[src/rtl/audio_serializer_pkg.sv]
// Shared constants and state encoding for the I2S audio serializer.
package audio_serializer_pkg;

    localparam int AUDIO_SAMPLE_BIT_WIDTH   = 16;
    localparam int AUDIO_SLOT_BITS          = 32;
    localparam int AUDIO_SLOT_CNT_BIT_WIDTH = 5;

    typedef enum logic [1:0] {
        IDLE  = 2'd0,
        LEFT  = 2'd1,
        RIGHT = 2'd2
    } audio_state_t;

endpackage

[src/rtl/edge_sync_detect.sv]
// Two-flop synchronizer for a slow external level, plus single-cycle rise and
// fall strobes in the system clock domain. Also usable for the keyboard clock.
module edge_sync_detect (
    input  logic clk,
    input  logic reset_n,
    input  logic async_in,
    output logic sync_out,
    output logic rise,
    output logic fall
);

    logic meta_q;
    logic sync_q;
    logic prev_q;

    // Synchronizer chain followed by a history flop for edge detection.
    always_ff @(posedge clk) begin
        if (!reset_n) begin
            meta_q <= 1'b0;
            sync_q <= 1'b0;
            prev_q <= 1'b0;
        end else begin
            meta_q <= async_in;
            sync_q <= meta_q;
            prev_q <= sync_q;
        end
    end

    assign sync_out = sync_q;
    assign rise     = sync_q & ~prev_q;
    assign fall     = ~sync_q & prev_q;

endmodule

[src/rtl/audio_serializer.sv]
// Serializes 16-bit stereo PCM pairs into an I2S stream. The divided bit clock
// is sampled as data; every output change happens on its synchronized falling
// edge. A one-deep holding register decouples the producer from frame timing.
module audio_serializer
    import audio_serializer_pkg::*;
#(
    parameter int SAMPLE_BIT_WIDTH   = AUDIO_SAMPLE_BIT_WIDTH,
    parameter int SLOT_BITS          = AUDIO_SLOT_BITS,
    parameter int SLOT_CNT_BIT_WIDTH = AUDIO_SLOT_CNT_BIT_WIDTH
) (
    input  logic                        clk,
    input  logic                        reset_n,
    input  logic                        clk_audio_bit,
    input  logic [SAMPLE_BIT_WIDTH-1:0] sample_l,
    input  logic [SAMPLE_BIT_WIDTH-1:0] sample_r,
    input  logic                        sample_valid,
    output logic                        sample_ready,
    output logic                        audio_bclk,
    output logic                        audio_lrck,
    output logic                        audio_sdin,
    output logic                        underrun
);

    // A slot must hold the one-bit I2S delay plus every sample bit, and the
    // counter must be able to reach the last slot index.
    generate
        if (SLOT_BITS < SAMPLE_BIT_WIDTH + 1) begin : g_bad_slot_bits
            $error("SLOT_BITS must be at least SAMPLE_BIT_WIDTH+1");
        end
        if ((1 << SLOT_CNT_BIT_WIDTH) < SLOT_BITS) begin : g_bad_cnt_width
            $error("SLOT_CNT_BIT_WIDTH too narrow for SLOT_BITS");
        end
    endgenerate

    localparam logic [SLOT_CNT_BIT_WIDTH-1:0] CNT_LAST  = SLOT_CNT_BIT_WIDTH'(SLOT_BITS - 1);
    localparam logic [SLOT_CNT_BIT_WIDTH-1:0] DATA_LAST = SLOT_CNT_BIT_WIDTH'(SAMPLE_BIT_WIDTH);

    logic bclk_fall;
    logic bclk_rise_unused;

    audio_state_t                  state_q, state_d;
    logic [SLOT_CNT_BIT_WIDTH-1:0] cnt_q, cnt_d, cnt_inc;
    logic                          lrck_q, lrck_d;
    logic                          sdin_q, sdin_d;
    logic                          underrun_q, underrun_d;
    logic [SAMPLE_BIT_WIDTH-1:0]   shift_l_q, shift_l_d;
    logic [SAMPLE_BIT_WIDTH-1:0]   shift_r_q, shift_r_d;
    logic                          hold_full_q, hold_full_d;
    logic [SAMPLE_BIT_WIDTH-1:0]   hold_l_q, hold_l_d;
    logic [SAMPLE_BIT_WIDTH-1:0]   hold_r_q, hold_r_d;
    logic                          accept;
    logic                          frame_load;

    // The rise strobe is not needed here; only falling edges advance the stream.
    edge_sync_detect u_bclk_sync (
        .clk      (clk),
        .reset_n  (reset_n),
        .async_in (clk_audio_bit),
        .sync_out (audio_bclk),
        .rise     (bclk_rise_unused),
        .fall     (bclk_fall)
    );

    assign cnt_inc = cnt_q + 1'b1;
    assign accept  = sample_valid && !hold_full_q;

    // Next-state logic: handshake capture, slot sequencing and frame loading.
    always_comb begin
        state_d     = state_q;
        cnt_d       = cnt_q;
        lrck_d      = lrck_q;
        sdin_d      = sdin_q;
        underrun_d  = 1'b0;
        shift_l_d   = shift_l_q;
        shift_r_d   = shift_r_q;
        hold_full_d = hold_full_q;
        hold_l_d    = hold_l_q;
        hold_r_d    = hold_r_q;
        frame_load  = 1'b0;

        if (accept) begin
            hold_full_d = 1'b1;
            hold_l_d    = sample_l;
            hold_r_d    = sample_r;
        end

        if (bclk_fall) begin
            unique case (state_q)
                IDLE: begin
                    state_d    = LEFT;
                    cnt_d      = '0;
                    lrck_d     = 1'b0;
                    sdin_d     = 1'b0;
                    frame_load = 1'b1;
                end
                LEFT: begin
                    if (cnt_q == CNT_LAST) begin
                        state_d = RIGHT;
                        cnt_d   = '0;
                        lrck_d  = 1'b1;
                        sdin_d  = 1'b0;
                    end else begin
                        cnt_d = cnt_inc;
                        if (cnt_inc <= DATA_LAST) begin
                            sdin_d    = shift_l_q[SAMPLE_BIT_WIDTH-1];
                            shift_l_d = {shift_l_q[SAMPLE_BIT_WIDTH-2:0], 1'b0};
                        end else begin
                            sdin_d = 1'b0;
                        end
                    end
                end
                RIGHT: begin
                    if (cnt_q == CNT_LAST) begin
                        state_d    = LEFT;
                        cnt_d      = '0;
                        lrck_d     = 1'b0;
                        sdin_d     = 1'b0;
                        frame_load = 1'b1;
                    end else begin
                        cnt_d = cnt_inc;
                        if (cnt_inc <= DATA_LAST) begin
                            sdin_d    = shift_r_q[SAMPLE_BIT_WIDTH-1];
                            shift_r_d = {shift_r_q[SAMPLE_BIT_WIDTH-2:0], 1'b0};
                        end else begin
                            sdin_d = 1'b0;
                        end
                    end
                end
                default: begin
                    state_d = IDLE;
                end
            endcase
        end

        // Held pair wins; otherwise a pair offered in this very cycle is used
        // directly without passing through the holding register.
        if (frame_load) begin
            if (hold_full_q) begin
                shift_l_d   = hold_l_q;
                shift_r_d   = hold_r_q;
                hold_full_d = 1'b0;
            end else if (sample_valid) begin
                shift_l_d   = sample_l;
                shift_r_d   = sample_r;
                hold_full_d = 1'b0;
            end else begin
                shift_l_d  = '0;
                shift_r_d  = '0;
                underrun_d = 1'b1;
            end
        end
    end

    // State and datapath registers; reset aborts any frame and drops held data.
    always_ff @(posedge clk) begin
        if (!reset_n) begin
            state_q     <= IDLE;
            cnt_q       <= '0;
            lrck_q      <= 1'b0;
            sdin_q      <= 1'b0;
            underrun_q  <= 1'b0;
            shift_l_q   <= '0;
            shift_r_q   <= '0;
            hold_full_q <= 1'b0;
            hold_l_q    <= '0;
            hold_r_q    <= '0;
        end else begin
            state_q     <= state_d;
            cnt_q       <= cnt_d;
            lrck_q      <= lrck_d;
            sdin_q      <= sdin_d;
            underrun_q  <= underrun_d;
            shift_l_q   <= shift_l_d;
            shift_r_q   <= shift_r_d;
            hold_full_q <= hold_full_d;
            hold_l_q    <= hold_l_d;
            hold_r_q    <= hold_r_d;
        end
    end

    assign sample_ready = !hold_full_q;
    assign audio_lrck   = lrck_q;
    assign audio_sdin   = sdin_q;
    assign underrun     = underrun_q;

endmodule

[config.mk]
export PLATFORM = sky130hd
export DESIGN_NAME = audio_serializer
export DESIGN_NICKNAME = d
export VERILOG_FILES = /design/src/rtl/audio_serializer_pkg.sv /design/src/rtl/edge_sync_detect.sv /design/src/rtl/audio_serializer.sv
export SDC_FILE = /design/constraint.sdc
export NUM_CORES = 1
export LEC_CHECK = 0
export ABC_AREA = 1
export CORE_ASPECT_RATIO = 0.8
export CORE_MARGIN = 5
export CORE_UTILIZATION = 45
export CTS_CLUSTER_DIAMETER = 100
export CTS_CLUSTER_SIZE = 30
export DETAILED_ROUTE_END_ITERATION = 16
export GPL_ROUTABILITY_DRIVEN = 0
export GPL_TIMING_DRIVEN = 0
export HOLD_SLACK_MARGIN = 0.12
export PLACE_DENSITY = 0.66
export SYNTH_ARGS = -nofsm -noshare
export SYNTH_HDL_FRONTEND = slang
export SYNTH_HIERARCHICAL = 1
export SYNTH_SLANG_ARGS = --single-unit
export TNS_END_PERCENT = 5
[constraint.sdc]
create_clock -name clk -period 2.6 [get_ports clk]
set_clock_uncertainty 0.15 [all_clocks]
set_input_delay 0.26 -clock clk [delete_from_list [all_inputs] [get_ports clk]]
set_output_delay 0.26 -clock clk [all_outputs]
set_load 0.005 [all_outputs]
==> impl_metrics.csv, run 1 <==
group,metric,value,unit
sta,max_freq,0.434,GHz
sta,hold_viol,0,
global_route,busiest_layer,"met2",
global_route,antenna_found_initial,0,
sta,setup-tns-final,0,ps
power,power_density,552,nW/um^2
clock_tree,holdBufCountCts,0,
clock_tree,clk_path_buf_depth,2,
cells_and_area,regArea,1560,sq um
global_route,grt_use_total,20.2,%
power,ir_drop,0.249,mV
floorplan,ios,41,
clock_tree,htreeDepth,3,
global_route,met1_usage,28.2,%
synth,syn_area_per_cell,6.41,sq um
placed_design,hpwl,7.46,mm
cells_and_area,multi_input_area,1950,sq um
routing,drtIter0Drc,321,
floorplan,core_area,8480,sq um
floorplan,die_area,10600,sq um
sta,min_period,2300,ps
routing,ant_nets,0,
routing,drt_first_pass_iters,4,
clock_tree,cts_tree,"yes",
cells_and_area,layout_common_cells,"nand2_1 (246), dfxtp_1 (78), nand3_1 (69)",
power,cellLeakagePower,2.05,nW
routing,viasPerCell,5.06,
sta,drv_slew,0,
floorplan,die_h,93.3,um
sta,finalCritPeriodShare,88.6,%
routing,via_count,3928,
floorplan,initial_utilization,46.0,%
clock_tree,clock-root-buffer,"clkbuf_8",
cells_and_area,nets,702,
cells_and_area,layout_commonest_cell,"nand2_1",
sta,slew_headroom,55.5,%
hold_path,hold_class,"in2reg",
global_route,grt_pass1_wl,17.1,mm
critical_path,worst_ep_arrival_time,2400,ps
sta,worst_pin_slew,668,ps
critical_path,path_class,"reg2reg",
synth,syn_area,3900,sq um
cells_and_area,diodes,0,
run_status,status,"completed",
critical_path,cp_max_fo,10,
global_route,grt_max_degree,14,
routing,drc,0,
floorplan,dieWidth,114,um
clock_tree,post_cts_buffers,0,
critical_path,end_kind,"flip-flop",
critical_path,start_kind,"flip-flop",
critical_path,r2r_slack,300,ps
critical_path,worstPathRequired,2700,ps
global_route,grtUsageMet3,5.17,%
power,fin_total_pwr,2.57,mW
synth,synth_cells,609,
clock_tree,clock_sinks,78,
clock_tree,cts_resized,0,
cells_and_area,area_growth_syn_to_layout,19.3,%
sta,hold_ws,264,ps
routing,detail_route.wl_per_cell,13.5,um
floorplan,rows,30,
flow_run,drv_cap,0,
synth,synth_warnings,6,
clock_tree,cts_buffers,9,
routing,routed_wl,10.5,mm
global_route,grt_pass1_vias,3551,
sta,rsz0062_at_grt,"no",
sta,finalSetupViolations,0,
cells_and_area,drive_above_1_share,8.12,%
global_route,grt_overflow,0,
clock_tree,cts.clk_slew.worst_paths,80,ps
cells_and_area,fill_cells,876,
synth,syn_nets,651,
clock_tree,clkLatencyLatePin,360,ps
global_route,gr-usage-met2,30.7,%
placed_design,port_buffers,40,
-- through the flow --
step                instances  util (%)  worst slack [ps]  cell area, sq um
detailed placement        761      52.4               307              4440
CTS                       777      54.9               285              4660
global route              777      54.9              74.2              4660
global placement          761      52.4               370              4440
floorplan                 609         -               696              3900
finish                    777      54.9               297              4660
-- path summary, 6_finish.rpt --
path | startpoint | end | cells after the start
max | cnt_q[0]$_SDFFE_PN0P_ | shift_r_q[15]$_SDFFE_PN0P_ | 12
min | clk_audio_bit | u_bclk_sync/meta_q$_SDFF_PN0_ | 3
max reg2reg | cnt_q[0]$_SDFFE_PN0P_ | shift_r_q[15]$_SDFFE_PN0P_ | 12
min reg2reg | u_bclk_sync/meta_q$_SDFF_PN0_ | u_bclk_sync/sync_out$_SDFF_PN0_ | 2
-- registers in the layout, indices dropped and copies added (netlist names) --
register              cells
underrun                  1
u_bclk_sync/prev_q        1
shift_r_q                16
u_bclk_sync/meta_q        1
hold_l_q                 16
hold_full_q               1
shift_l_q                16
cnt_q                     5
u_bclk_sync/sync_out      1
audio_sdin                1
audio_lrck                1
hold_r_q                 16
state_q                   2
-- layout make-up --
| cell class | instances | area share (%) |
|---|---|---|
| buffer | 39 | 4.62 |
| multi-input combinational | 444 | 41.8 |
| sequential | 78 | 33.5 |
| clock inverter | 6 | 1.85 |
| timing repair buffer | 40 | 8.60 |
| clock buffer | 10 | 2.74 |
| inverter | 48 | 3.87 |
| tap | 112 | 3.01 |
-- report_power, final --
part	internal [mW]	switching [mW]
Clock	0.539	0.470
Combinational	0.128	0.177
Sequential	1.24	0.0208
Total	1.90	0.667
-- metal layers --
metal  share of wire [%]  vias to the layer above  routed length [um]
li1                    -                     2011                   -
met1                  48                     1794                5040
met2                  44                      111                4650
met3                 6.4                       12                 670
met4                 1.1                        0                 120
met5                   0                        -                   0
-- worst max-delay path, stage by stage (launching register included) --
cell     delay (ps)
dfxtp_1         420
ha_1            190
nand2_1         100
nor2_1          110
ha_1            240
nand2_1         110
nand2_1         110
nand2_4         100
nand3_2         190
buf_2           250
nand3_1         110
nand2_1          80
nor2_1           50
Note: power is estimated with default switching activity, not from simulation.
==> run 2, diff against run 1 <==
- MAX_ROUTING_LAYER: unset -> met4
==> impl_metrics.csv, run 2 (synthesis gave the netlist of run 1 again) <==
group,metric,value,unit
sta,rsz0062_at_grt,"no",
clock_tree,htreeDepth,3,
cells_and_area,diodes,0,
cells_and_area,layout_commonest_cell,"nand2_1",
critical_path,end_kind,"flip-flop",
floorplan,ios,41,
routing,routed_wl,10.4,mm
floorplan,die_area,10600,sq um
global_route,grt_pass1_wl,17.1,mm
cells_and_area,layout_common_cells,"nand2_1 (246), dfxtp_1 (78), nand3_1 (69)",
global_route,grt_pass1_vias,3560,
critical_path,r2r_slack,290,ps
routing,ant_nets,0,
hold_path,min_path_cells,3,
sta,setup-tns-final,0,ps
sta,finalSetupViolations,0,
critical_path,path_class,"reg2reg",
sta,worst_pin_slew,674,ps
sta,min_period,2310,ps
power,fin_total_pwr,2.57,mW
global_route,antenna_found_initial,0,
floorplan,die_h,93.3,um
clock_tree,holdBufCountCts,0,
clock_tree,clock_sinks,78,
floorplan,core_area,8480,sq um
clock_tree,cts_buffers,9,
critical_path,cp.depth,13,
placed_design,hpwl,7.46,mm
critical_path,cp_max_fo,10,
critical_path,slowest_stage,"dfxtp_1",
routing,drc,0,
power,power_density,552,nW/um^2
routing,drt_first_pass_iters,5,
global_route,grt_max_degree,14,
routing,viasPerCell,5.08,
power,ir_drop,0.249,mV
flow_run,drv_cap,0,
routing,detail_route.wl_per_cell,13.4,um
routing,drtIter0Drc,328,
placed_design,place_inst,761,
clock_tree,post_cts_buffers,0,
clock_tree,cts.clk_slew.worst_paths,80,ps
sta,hold_ws,265,ps
clock_tree,clock-root-buffer,"clkbuf_8",
routing,via_count,3945,
global_route,grt_overflow,0,
clock_tree,cts_resized,0,
hold_path,hold_class,"in2reg",
critical_path,path_delay_family,"simple AND/OR/NAND/NOR gates",
run_status,status,"completed",
placed_design,port_buffers,40,
global_route,grt_use_total,20.8,%
clock_tree,clk_path_buf_depth,2,
floorplan,initial_utilization,46.0,%
critical_path,worst_ep_arrival_time,2460,ps
critical_path,worstPathRequired,2750,ps
critical_path,path_buf_inv,2,
sta,hold_viol,0,
cells_and_area,nets,702,
floorplan,dieWidth,114,um
floorplan,rows,30,
critical_path,path_cells,"ha_1, nand2_1, nor2_1, ha_1, nand2_1, a21oi_2, buf_2, nand2_1, nand2_1, inv_1, nand3_1, nand2_1, nor2_1",
sta,max_freq,0.434,GHz
critical_path,reg2regPathDepth,13,
clock_tree,cts_tree,"yes",
sta,slew_headroom,55.1,%
power,cellLeakagePower,2.05,nW
cells_and_area,drive_above_1_share,8.12,%
critical_path,start_kind,"flip-flop",
sta,finalCritPeriodShare,88.7,%
critical_path,cpPeakStageDelay,420,ps
sta,drv_slew,0,
cells_and_area,final_cells,777,
critical_path,cpMostUsedCell,"nand2_1",
cells_and_area,area_growth_syn_to_layout,19.3,%
clock_tree,clkLatencyLatePin,360,ps
## run 2: power breakdown
part	total (mW)	internal, mW	switching, mW
Clock	1.01	0.539	0.469
Sequential	1.26	1.24	0.0207
Combinational	0.305	0.128	0.176
## run 2: worst register-to-register path, stage by stage (launching register included)
cell     delay (ps)
dfxtp_1         420
ha_1            190
nand2_1         100
nor2_1          110
ha_1            240
nand2_1         110
a21oi_2         220
buf_2           270
nand2_1         120
nand2_1          80
inv_1            40
nand3_1          70
nand2_1          50
nor2_1           90
## run 2: metal layers
layer | wire length [um] | GRT usage (%)
met5 | 0 | -
met4 | 109 | 5.84
met3 | 776 | 4.92
met2 | 4580 | 30.8
met1 | 4960 | 28.3
## run 2: layout make-up
cell class              instances  area [sq um]
plain buffers                  39           215
clock buffers                  10           128
clock inverters                 6          86.3
fillers                       876          3820
inverters                      48           180
multi-input cells             444          1950
flip-flops and latches         78          1560
well taps                     112           140
repair buffers                 40           400
## run 2: final timing paths
kind                                      start                              end
setup reg to reg          cnt_q[0]$_SDFFE_PN0P_       shift_r_q[14]$_SDFFE_PN0P_
setup / recovery          cnt_q[0]$_SDFFE_PN0P_       shift_r_q[14]$_SDFFE_PN0P_
hold reg to reg   u_bclk_sync/meta_q$_SDFF_PN0_  u_bclk_sync/sync_out$_SDFF_PN0_
hold / removal                    clk_audio_bit    u_bclk_sync/meta_q$_SDFF_PN0_
## run 2: through the flow
stage / setup slack [ps] / util [%] / instance area (sq um)
2_1_floorplan: 696 / - / 3900
3_3_place_gp: 370 / 52.4 / 4440
3_5_place_dp: 307 / 52.4 / 4440
4_1_cts: 285 / 54.9 / 4660
5_1_grt: 74.2 / 54.9 / 4660
6_report: 295 / 54.9 / 4660
==> run 3, diff against run 2 <==
- HOLD_SLACK_MARGIN: 0.12 -> unset
- MAX_ROUTING_LAYER: met4 -> unset
==> results of run 3 <==
No change in the layout: final DEF, timing and power equal those of run 1.
